$ cat config.mk
export PLATFORM = sky130hd
export DESIGN_NAME = vsq_quantizer
export DESIGN_NICKNAME = d
export VERILOG_FILES = /design/src/rtl/vsq_quantizer.sv
export SDC_FILE = /design/constraint.sdc
export NUM_CORES = 1
export LEC_CHECK = 0
export BUFFER_PORTS_ARGS = -buffer_cell sky130_fd_sc_hd__clkbuf_2
export CAP_MARGIN = 20
export CORE_AREA = 2 2 293 324
export DETAILED_ROUTE_END_ITERATION = 8
export DIE_AREA = 0 0 295 326
export PLACE_DENSITY_LB_ADDON = 0.05
export SYNTH_ARGS = -nofsm -noshare
export SYNTH_HDL_FRONTEND = slang
export SYNTH_SLANG_ARGS = --single-unit
$ cat constraint.sdc
create_clock -name clk -period 10.3 [get_ports clk]
set_input_delay 0.515 -clock clk [delete_from_list [all_inputs] [get_ports clk]]
set_output_delay 0.515 -clock clk [all_outputs]
set_load 0.005 [all_outputs]
$ cat src/rtl/vsq_quantizer.sv
// vsq_quantizer: buffers one vector, derives a power-of-two scale from its max magnitude, emits rounded saturated codes
module vsq_quantizer #(
    parameter int VEC_LEN = 16,
    parameter int IN_W    = 24,
    parameter int Q_W     = 4,
    parameter int SF_W    = 8
) (
    input  logic                       clk,
    input  logic                       rst_n,
    input  logic                       is_vsq,
    input  logic                       in_valid,
    output logic                       in_ready,
    input  logic signed [IN_W-1:0]     in_data,
    output logic                       out_valid,
    input  logic                       out_ready,
    output logic [Q_W-1:0]             out_data,
    output logic [SF_W-1:0]            out_scale,
    output logic [$clog2(VEC_LEN)-1:0] out_idx,
    output logic                       out_last
);
    localparam int IW = $clog2(VEC_LEN);
    localparam int QMAX = 2**(Q_W-1) - 1;
    localparam logic signed [IN_W:0] QHI = (IN_W+1)'(QMAX);
    localparam logic signed [IN_W:0] QLO = -QHI;

    generate
        if (2**SF_W <= IN_W) begin : g_sf_w_check
            $error("SF_W too narrow to hold a shift of IN_W");
        end
    endgenerate

    typedef enum logic [1:0] {COLLECT, SCALE, EMIT} state_t;

    state_t            state_q, state_d;
    logic [IW-1:0]     cnt_q, cnt_d;
    logic [IN_W-1:0]   maxabs_q, maxabs_d;
    logic [IN_W-1:0]   vbuf_q [VEC_LEN];
    logic [IN_W-1:0]   vbuf_d [VEC_LEN];
    logic              out_valid_q, out_valid_d;
    logic [Q_W-1:0]    out_data_q, out_data_d;
    logic [SF_W-1:0]   out_scale_q, out_scale_d;
    logic [IW-1:0]     out_idx_q, out_idx_d;
    logic              out_last_q, out_last_d;
    logic [IN_W-1:0]   in_abs;
    logic [SF_W-1:0]   sf_calc;
    logic [IW-1:0]     nxt_idx;

    // Round half up at IN_W+1 bits (no overflow), shift, then clamp symmetrically to +/-QMAX
    function automatic logic [Q_W-1:0] quant(input logic [IN_W-1:0] x, input logic [SF_W-1:0] s);
        logic signed [IN_W:0] half;
        logic signed [IN_W:0] r;
        half = (s == '0) ? '0 : (IN_W+1)'(1) << (s - SF_W'(1));
        r = $signed({x[IN_W-1], x}) + half;
        r = r >>> s;
        return r > QHI ? Q_W'(QMAX) : r < QLO ? Q_W'(-QMAX) : r[Q_W-1:0];
    endfunction

    assign in_abs  = in_data[IN_W-1] ? -in_data : in_data;
    assign nxt_idx = out_idx_q + IW'(1);

    // Smallest shift that brings the vector's max magnitude within QMAX; zero when scaling is bypassed
    always_comb begin
        sf_calc = '0;
        for (int s = IN_W; s >= 0; s--)
            if ((maxabs_q >> s) <= IN_W'(QMAX)) sf_calc = SF_W'(s);
        if (!is_vsq) sf_calc = '0;
    end

    // Next-state: collect into buffer, register scale and first code, then walk the buffer under backpressure
    always_comb begin
        state_d     = state_q;
        cnt_d       = cnt_q;
        maxabs_d    = maxabs_q;
        vbuf_d      = vbuf_q;
        out_valid_d = out_valid_q;
        out_data_d  = out_data_q;
        out_scale_d = out_scale_q;
        out_idx_d   = out_idx_q;
        out_last_d  = out_last_q;
        case (state_q)
            COLLECT: if (in_valid) begin
                vbuf_d[cnt_q] = in_data;
                maxabs_d      = in_abs > maxabs_q ? in_abs : maxabs_q;
                cnt_d         = cnt_q + IW'(1);
                if (cnt_q == IW'(VEC_LEN-1)) state_d = SCALE;
            end
            SCALE: begin
                out_scale_d = sf_calc;
                out_valid_d = 1'b1;
                out_idx_d   = '0;
                out_last_d  = 1'b0;
                out_data_d  = quant(vbuf_q[0], sf_calc);
                state_d     = EMIT;
            end
            EMIT: if (out_ready) begin
                if (out_last_q) begin
                    out_valid_d = 1'b0;
                    out_last_d  = 1'b0;
                    maxabs_d    = '0;
                    state_d     = COLLECT;
                end else begin
                    out_idx_d  = nxt_idx;
                    out_data_d = quant(vbuf_q[nxt_idx], out_scale_q);
                    out_last_d = nxt_idx == IW'(VEC_LEN-1);
                end
            end
            default: state_d = COLLECT;
        endcase
    end

    // State and output registers; reset drops any partial or buffered vector
    always_ff @(posedge clk or negedge rst_n) begin
        if (!rst_n) begin
            state_q     <= COLLECT;
            cnt_q       <= '0;
            maxabs_q    <= '0;
            for (int i = 0; i < VEC_LEN; i++) vbuf_q[i] <= '0;
            out_valid_q <= 1'b0;
            out_data_q  <= '0;
            out_scale_q <= '0;
            out_idx_q   <= '0;
            out_last_q  <= 1'b0;
        end else begin
            state_q     <= state_d;
            cnt_q       <= cnt_d;
            maxabs_q    <= maxabs_d;
            vbuf_q      <= vbuf_d;
            out_valid_q <= out_valid_d;
            out_data_q  <= out_data_d;
            out_scale_q <= out_scale_d;
            out_idx_q   <= out_idx_d;
            out_last_q  <= out_last_d;
        end
    end

    assign in_ready  = state_q == COLLECT;
    assign out_valid = out_valid_q;
    assign out_data  = out_data_q;
    assign out_scale = out_scale_q;
    assign out_idx   = out_idx_q;
    assign out_last  = out_last_q;
endmodule
Word level (Yosys, flattened, before mapping)

Cells that the tools add are included.

Multiplexer cells: 60
Bitwise operators: 2
Reduce and logical (&&, ||, !) cells: 12
$lt $le $gt $ge: 32
Equality and inequality tests: 10
Add/subtract/negate cells: 7
Shift operators: 4

Operators with widths:

| operator                                                       | count |
|---|---|
| bitwise mux 384 bit                                            | 1 |
| 2-to-1 mux 24 bit                                              | 8 |
| binary-select mux 24 bit (select 4 bit)                        | 1 |
| demux 24 bit (select 4 bit)                                    | 1 |
| 2-to-1 mux 5 bit                                               | 17 |
| 2-to-1 mux 4 bit                                               | 16 |
| adder 24 x 25 -> 25 bit                                        | 2 |
| greater-than comparator 25 x 4 -> 1 bit, second input constant | 2 |
| less-than comparator 25 x 4 -> 1 bit, second input constant    | 2 |
| 2-to-1 mux 25 bit                                              | 2 |
| << shifter 1 x 8 -> 25 bit, first input constant               | 2 |
| >>> shifter 25 x 8 -> 25 bit                                   | 2 |
| one-hot mux 24 bit (2 select lines)                            | 1 |
| greater-than comparator 24 bit                                 | 1 |
| <= comparator 24 x 3 -> 1 bit, second input constant           | 1 |
| negation 24 bit                                                | 1 |
| <= comparator 23 x 3 -> 1 bit, second input constant           | 1 |
| <= comparator 22 x 3 -> 1 bit, second input constant           | 1 |
| <= comparator 21 x 3 -> 1 bit, second input constant           | 1 |
| <= comparator 20 x 3 -> 1 bit, second input constant           | 1 |
| <= comparator 19 x 3 -> 1 bit, second input constant           | 1 |
| <= comparator 18 x 3 -> 1 bit, second input constant           | 1 |
| <= comparator 17 x 3 -> 1 bit, second input constant           | 1 |
| <= comparator 16 x 3 -> 1 bit, second input constant           | 1 |
| other kinds (38)                                               | 59 |

Input bits: 29
Word-level logic and storage cells: 151
Register bits: 432
Output and inout bits: 19

Depth between registers and ports, before layout

Gate-level depths: netlist of the first run.

Depth after elaboration: 35
Depth in mapped cells: 33
Mapped depth without buffers: 29

Worst setup path after synthesis of the first run

OpenSTA, ideal clock, no wires.

Path type: register to register
Start: register maxabs_q[12]
End: register out_data_q[0], in the netlist out_data[0]
Buffers on the path: 3
Path slack: 2.654 ns
Period minus slack after synthesis: 7.646 ns
Data arrival time: 7.525 ns
Required time: 10.180 ns
Stages on the path, launching flop included: 31
Path through: dfrtp_1 -> or4_4 -> nor4_4 -> nand2_4 -> a21oi_4 -> inv_2 -> buf_2 -> buf_1 -> ha_1 -> a2111o_1 -> a21boi_0 -> nand2_1 -> or2_2 -> nor2_1 -> ha_1 -> inv_1 -> fa_1 -> nand2b_1 -> a211oi_1 -> o21a_1 -> o21a_1 -> mux2_2 -> nor2_1 -> clkbuf_1 -> a21oi_1 -> a2111o_1 -> nor4b_2 -> o2111ai_1 -> o41ai_2 -> o2111ai_1 -> o211a_1

Word-level cells in the longest chain between the ends: 24
Elaborated cells on any way between the ends: 38

Ends and longest elaborated chain:

| what                                   | RTL line | text |
|---|---|---|
| start: declaration                     | 36       | `logic [IN_W-1:0] maxabs_q, maxabs_d;` |
| start signal: assignment               | 126      | `maxabs_q <= maxabs_d;` |
| <= comparator 12 x 3 -> 1 bit          | 65       | `if ((maxabs_q >> s) <= IN_W'(QMAX)) sf_calc = SF_W'(s);` |
| 2-to-1 mux 5 bit (12 in series)        | 65       |  |
| 2-to-1 mux 5 bit (*)                   | 65       |  |
| 2-to-1 mux 5 bit (*)                   | 66       | `if (!is_vsq) sf_calc = '0;` |
| subtractor 8 x 1 -> 8 bit              | 52       | `half = (s == '0) ? '0 : (IN_W+1)'(1) << (s - SF_W'(1));` |
| << shifter 1 x 8 -> 25 bit             | 52       |  |
| 2-to-1 mux 25 bit                      | 52       |  |
| adder 24 x 25 -> 25 bit                | 53       | `r = $signed({x[IN_W-1], x}) + half;` |
| >>> shifter 25 x 8 -> 25 bit (*)       | 54       | `r = r >>> s;` |
| less-than comparator 25 x 4 -> 1 bit   | 55       | `return r > QHI ? Q_W'(QMAX) : r < QLO ? Q_W'(-QMAX) : r[Q_W-1:0];` |
| 2-to-1 mux 4 bit                       | 55       |  |
| 2-to-1 mux 4 bit (*)                   | 55       |  |
| one-hot mux 4 bit (2 select lines) (*) | 80       | `case (state_q)` |
| end signal: assignment                 | 129      | `out_data_q <= out_data_d;` |
| end: declaration                       | 40       | `logic [Q_W-1:0] out_data_q, out_data_d;` |

Mark *: on every way between the ends. The rest lies on a longest branch, timed or not.
A chain may end at the register's enable or synchronous reset.

Final worst setup path of the first run

Start: register maxabs_q[21]
End: register out_data_q[0], in the netlist out_data[0]

Word-level cells in the longest chain between the ends: 33
Elaborated cells on any way between the ends: 56

Ends and longest elaborated chain:

| what                                   | RTL line |
|---|---|
| <= comparator 3 bit                    | 65 |
| 2-to-1 mux 4 bit (6 in series)         | 65 |
| 2-to-1 mux 5 bit (15 in series)        | 65 |
| 2-to-1 mux 5 bit (*)                   | 65 |
| 2-to-1 mux 5 bit (*)                   | 66 |
| subtractor 8 x 1 -> 8 bit              | 52 |
| << shifter 1 x 8 -> 25 bit             | 52 |
| 2-to-1 mux 25 bit                      | 52 |
| adder 24 x 25 -> 25 bit                | 53 |
| >>> shifter 25 x 8 -> 25 bit (*)       | 54 |
| less-than comparator 25 x 4 -> 1 bit   | 55 |
| 2-to-1 mux 4 bit                       | 55 |
| 2-to-1 mux 4 bit (*)                   | 55 |
| one-hot mux 4 bit (2 select lines) (*) | 80 |

Marks and branches as above.

==> results.md, run 1 <==
* Leakage at ~14 nW
* Worst Max-Slew Pin Slew at about 1.1 ns
* I/O pins at 48
* Vias after detailed routing at approximately 21000
* Crit-path slowest cell: a211oi_1
* Hold Path Class: in2reg
* Hold Path End: out_last
* Hold Vio Cnt, Final at 0
* Syn Inst Count at 2618
* Filler Cell Count at 9369
* Post-synth EDFFs at 0
* Post-DP HPWL at 67.9 mm
* Internal at between 0.004 and 0.005 W
* CTS tree: built
* Gpl congestion at 0.866
* Path depth of the worst reg2reg path at 30
* First-pass GRT wire length at ~150 mm
* Worst hold path stage count at 4
* Yosys Warn Count at 0
* FFs w/ async S/R, synth at 1.00
* Initial antenna violation count at 7
* Die area at just under 100000 um^2
* Power per standard cell area at 263 nW/um^2
* CP max FO at 29
* Most frequent cell after synthesis: dfrtp_1
* CTS H-tree depth at 2
* Endpoints failing setup at 0
* Area share of fa/ha/maj cells after synthesis at 0.0384
* Final Total Pwr at just over 0.008 W
* WL per Instance at between 20 and 30 um
* Max Clock Skew at roughly 0.036 ns
* GRT overflow at 0
* CTS hold repair buffers at 1
* Reg power frac at 0.300
* Unrepaired setup endpoints after global routing: no
* Power share of the clock group at 0.223
* Worst-Skew Late Latency at about 0.62 ns
* Critical path buffer and inverter count at 4
* Biggest area consumer among synthesized cells: dfrtp_1
* Die Width at between 200 and 300 um
* Synth top area cells: dfrtp_1, mux2_2, mux4_2
* DRC viols at 0
* Nets at ~2700
* Setup CP Type: reg2reg
* Worst slew margin at 0.244
* TritonRoute pass-1 iters at 6
* Xor/xnor share of the synthesized area at 0.0182
* Post-CTS Setup Bufs at 0
* Max Clk Rate at about 120 MHz
* Storage cell area at 10700 um^2
* Worst R2R End: out_data[0]
* Starting Density at 0.298
* WP data required at about 11 ns
* CTS buffer count at 51
* Clock transition at the registers of the reported paths at 0.07 ns
* Register area share after synthesis at 0.387
* Area share of the largest cell type after synthesis at 0.387
* Switching Power at approximately 0.0033 W
* Synthesized flop and latch total at 429
* Period minus WS final at ~8.7 ns
* Logic pwr share at 0.478
* Largest family of logic cells by synthesized area: multiplexers
* Post-synthesis compound-gate area fraction at 0.147
* CP peak stage delay at 0.57 ns
* Clock buffer depth at 3
* Switching share of power at 0.410
* Root buf cell: clkbuf_16
* Drt via density at ~5.5
* Critical Path End Type: flip-flop
* Utilization of the core after routing at 0.333
* Outcome: finished, final reports clean
* Mux cell area share after synthesis at 0.261
* RR Startpoint: maxabs_q[21]
* CP Data Arrival Time at around 9.2 ns
* Slew Viols, Final at 0
* Peak supply drop at 0.141 mV
* Crit path launch type: flip-flop
* Cell Rows at around 120
* TNS Setup at 0 ns
* CP Depth at 30
* Gr usage total at 0.203
* Synth Flop Type: dfrtp_1
* Fin crit share at 0.840
* Area of the mapped netlist at ~28000 um^2
* Largest net degree at the start of global routing at about 80
* CTS-repair resized insts at 0
* WL final at 97.2 mm
* ANT nets after route at 0
* Sink Count at approximately 430
* Port Buffers at 44
* Mean cell area of the mapped netlist at about 11 um^2
* Max_cap viols at 0
* Vias in the first global route at approximately 22000
* Post-synth top cells: dfrtp_1, mux2_2, nand2_1
* Multi-input gate area at between 15000 and 20000 um^2
* Synthesis-to-finish area growth at 12.0%
* Simple-Gate Fraction of Synth Area at 0.112
* Core area at roughly 93000 um^2
* Critical path's top delay family: compound AO/OA/AOI/OAI gates
* Ratio of cells with drive above 1 in the final layout at 0.275
* HP Start: out_ready
* Flop2flop setup slack at around 1.6 ns
* Chip Height at 326 um
* Synth unique cells at 96
* DRT iter0 DRCs at between 1500 and 2000
layout make-up:
type                       count  area share
multi-input combinational   1931       0.518
clock buffer                  73      0.0483
tap                         1260      0.0508
sequential                   429       0.346
timing repair buffer          98      0.0242
clock inverter                22     0.00600
inverter                      59     0.00713
antenna                        1   0.0000806
worst reg2reg max path: cells and delay by family (launching register included):
| family | cells | cell delay [ns] |
|---|---|---|
| mux | 1 | 0.42 |
| fa+ha+maj | 3 | 0.85 |
| buf+inv | 4 | 0.74 |
| simple gates | 9 | 2.38 |
| flops | 1 | 0.40 |
| compound gates | 13 | 3.77 |
kinds of logic (layout without fill, tap and decap cells):
kind of cell / after synthesis / after routing
buffers and inverters: 260 / 252
AO/OA/AOI/OAI: 599 / 599
flip-flops: 429 / 429
multiplexers: 527 / 527
other: 1 / 4
AND/OR/NAND/NOR: 662 / 662
XOR/XNOR: 56 / 56
adder cells (fa/ha/maj): 84 / 84
sequential cells by signal, indices dropped and copies added (netlist names):
register and cells:
cnt_q 4, out_data 4, out_last 1, out_scale 5, vbuf_q 384, out_idx 4, state_q 2, maxabs_q 24
out_valid 1
placed cells by master, fill, tap and decap left out, types with 27 or more instances in the layout:
| cell type | instances |
|---|---|
| a211oi_1 | 37 |
| a21o_1 | 27 |
| a21oi_1 | 120 |
| buf_4 | 45 |
| clkbuf_16 | 52 |
| clkbuf_2 | 43 |
| dfrtp_1 | 428 |
| ha_1 | 81 |
| inv_1 | 54 |
| mux2_2 | 356 |
| mux2i_1 | 49 |
| mux4_2 | 121 |
| nand2_1 | 210 |
| nand3_1 | 48 |
| nor2_1 | 182 |
| nor3_1 | 51 |
| o21ai_0 | 154 |
| xnor2_1 | 39 |
through the flow:
| stage | std cells | worst slack, ns | hold WS (ns) | area, um^2 |
|---|---|---|---|---|
| floorplan | 2620 | 2.65 | 0.219 | 27700 |
| global placement | 3770 | 1.70 | 0.457 | 29200 |
| detailed placement | 3772 | 1.55 | 0.467 | 29300 |
| CTS | 3868 | 1.56 | 0.251 | 31000 |
| global route | 3872 | 0.983 | 0.311 | 31100 |
| finish | 3873 | 1.64 | 0.284 | 31100 |
per-layer routing:
metal  up-vias  track usage  part of all wire
met1     11000        0.282              0.47
met4         6       0.0475             0.021
met3       111       0.0239             0.035
met5         -            0           0.00030
met2       451        0.335              0.48
li1       9754            -                 -
worst max path at each step:
stage	slack (ns)	startpoint	endpoint
after floorplan	2.65	maxabs_q[12]	out_data[0]
after global placement	1.70	maxabs_q[21]	out_data[0]
after detailed placement	1.55	maxabs_q[21]	out_data[0]
after CTS	1.56	maxabs_q[21]	out_data[0]
after global routing	0.98	maxabs_q[21]	out_data[0]
final	1.64	maxabs_q[21]	out_data[0]
power groups by stage:
stage                     sequential [W]  combinational [W]  clock [W]
final                            0.00245            0.00390    0.00182
after global routing             0.00251            0.00426    0.00194
after CTS                        0.00245            0.00394    0.00188
after detailed placement         0.00248            0.00392          0
after global placement           0.00245            0.00392          0
after floorplan                  0.00234            0.00270          0
Note: power is estimated with default switching activity, not from simulation.
==> run 2, diff against run 1 <==
- clock period: 10.3 -> 8 ns (I/O delays scaled with it)
==> run 2 against run 1 <==
Clock power grew 32%. Setup slack lost 1.1 ns. Maximum frequency grew 16%. Clock skew shrank 0.016 ns. First-iteration DRC count shrank 1.1%. Non-clock buffer count grew 36. Register-to-register slack lost 1.1 ns. Wire length grew 1.7%. Global-route usage grew 0.34 points. Critical path type unchanged.
==> results.md, run 2 (synthesis gave the netlist of run 1 again) <==
* Outcome: finished, final reports clean
* Max Clk Rate at 134 MHz (+16%)
* Hold Path Class: in2reg
* Worst Max-Slew Pin Slew at 1.10 ns (-0.0292 ns)
* Number of flip-flops in the largest register at 384 (unchanged)
* Die area at 96200 um^2 (unchanged)
* Max_cap viols at 0 (unchanged)
* Crit-path slowest cell: or4_4
* Filler Cell Count at 9392 (+0.25%)
* Vias in the first global route at 22200 (+2.0%)
* Slew Viols, Final at 0 (unchanged)
* Chip Height at 326 um (unchanged)
* Gpl congestion at 0.848 (-2.0%)
* Drt via density at 5.47 (-0.70%)
* Critical Path End Type: flip-flop
* HP Start: out_ready
* Clock buffer depth at 3 (unchanged)
* Period minus WS final at 7.48 ns (-1.18 ns)
* Post-CTS Setup Bufs at 0 (unchanged)
* Final std cells w/o fill at 3907 (+0.88%)
* Design area at 31400 um^2 (+1.1%)
* GRT overflow at 0 (unchanged)
* TritonRoute pass-1 iters at 5 (-1)
* Leakage at 14.0 nW (+1.4%)
* Initial antenna violation count at 5 (-2)
* WL final at 98.9 mm (+1.7%)
* Cell Rows at 118 (unchanged)
* Root buf cell: clkbuf_16
* Dpl cell area at 29600 um^2 (+1.2%)
* Most common cell after layout, fill and taps aside: dfrtp_1
* Starting Density at 0.298 (unchanged)
* CTS H-tree depth at 2 (unchanged)
* DRC viols at 0 (unchanged)
* Core area at 93200 um^2 (unchanged)
* Nets at 2719 (+1.3%)
* DRT iter0 DRCs at 1590 (-1.1%)
* First-pass GRT wire length at 148 mm (+1.2%)
* Gr usage total at 0.206 (+0.00337)
* CP Data Arrival Time at 7.95 ns (-1.22 ns)
* CP peak stage delay at 0.57 ns (about the same)
* Max Clock Skew at 0.0202 ns (-0.0162 ns)
* WL per Instance at 25.3 um (+0.83%)
* Die Width at 295 um (unchanged)
* Crit path from: maxabs_q[13]
* WP data required at 8.47 ns (-2.34 ns)
* Worst-Skew Late Latency at 0.60 ns (-0.02 ns)
* CTS tree: built
* Sink Count at 429 (unchanged)
* TNS Setup at 0 ns (unchanged)
* I/O pins at 48 (unchanged)
* Worst slew margin at 0.263 (+0.0195)
* CP max FO at 18 (-38%)
* Cell count after placement at 3810 (+1.0%)
* Ratio of cells with drive above 1 in the final layout at 0.283 (+0.00818)
* Power per standard cell area at 344 nW/um^2 (+31%)
* CTS buffer count at 51 (unchanged)
* Post-DP HPWL at 69.0 mm (+1.6%)
* Most frequent cells in the layout: dfrtp_1, mux2_2, nand2_1, nor2_1, o21ai_0
* Port Buffers at 44 (unchanged)
* Largest Register: vbuf_q
* Unrepaired setup endpoints after global routing: no
* ANT nets after route at 0 (unchanged)
* Clock transition at the registers of the reported paths at 0.05 ns (-0.02 ns)
* Peak supply drop at 0.224 mV (+58%)
* Hold Vio Cnt, Final at 0 (unchanged)
* Vias after detailed routing at 21400 (+0.17%)
* Synthesis-to-finish area growth at 13.3%
* Largest net degree at the start of global routing at 166 (+100%)
* Crit path launch type: flip-flop
* Setup CP Type: reg2reg
* Endpoints failing setup at 0 (unchanged)
* Fin crit share at 0.935 (+0.0943)
* RR Startpoint: maxabs_q[13]
* Utilization of the core after routing at 0.337 (+0.00383)
-- run 2: cell count changes in the layout (fill, tap and decap cells not counted), moves of 2 or more --
cell        change
buf_4          +33
clkbuf_1        +8
clkinvlp_4      -2
buf_12          +3
clkinv_2        -9
clkbuf_8        -2
bufinv_16       +4
-- run 2: worst max-delay path: cells and delay by family (launching register included) --
kind | cells | cell delay, ns
flip-flops | 1 | 0.43
adder cells (fa/ha/maj) | 3 | 0.80
AO/OA/AOI/OAI | 13 | 3.10
buffers and inverters | 3 | 0.39
multiplexers | 1 | 0.42
AND/OR/NAND/NOR | 9 | 2.21
-- run 2: what timing repair did --
| action | in CTS | in global routing |
|---|---|---|
| resized for setup | 0 | 6 |
| hold endpoints to repair | 121 | 0 |
| hold buffers | 1 | 0 |
| endpoints found under the setup margin | 0 | 3 |
-- run 2: worst paths after layout --
check | endpoint | slack, ns | cells past startpoint
hold reg to reg | vbuf_q[217] | 0.48 | 2
setup / recovery | out_data[0] | 0.52 | 29
hold / removal | out_last | 0.20 | 4
setup reg to reg | out_data[0] | 0.52 | 29
max in group asynchronous | out_idx[0] | 5.77 | 3
min in group asynchronous | vbuf_q[170] | 0.50 | 2
-- run 2: final cells by class --
type	instances	area (um^2)	area share
antenna	1	2.50	0.0000796
clock buffer	79	1500	0.0478
clock inverter	14	226	0.00721
inverter	59	221	0.00705
multi-input combinational	1931	16100	0.513
sequential	429	10700	0.342
tap	1260	1580	0.0502
timing repair buffer	134	1040	0.0331
-- run 2: power breakdown --
part           total (W)  internal (W)  switching (W)
sequential       0.00315       0.00276       0.000399
combinational    0.00523       0.00224        0.00299
clock            0.00241       0.00145       0.000954
total             0.0108       0.00645        0.00435
-- run 2: metal layers --
layer | wire length [um] | up-vias | global-route usage
met5 | 0 | - | 0
met4 | 3060 | 0 | 0.0654
met3 | 4550 | 149 | 0.0344
met2 | 47600 | 470 | 0.344
met1 | 43700 | 10900 | 0.271
li1 | - | 9828 | -
-- run 2: metrics by stage --
stage	power (W)	hold WS (ns)	setup WS, ns
6_report	0.0108	0.197	0.523
5_1_grt	0.0115	0.208	0.0387
4_1_cts	0.0109	0.158	0.307
3_5_place_dp	0.00844	0.467	0.338
3_3_place_gp	0.00840	0.457	0.413
2_1_floorplan	0.00649	0.104	0.354
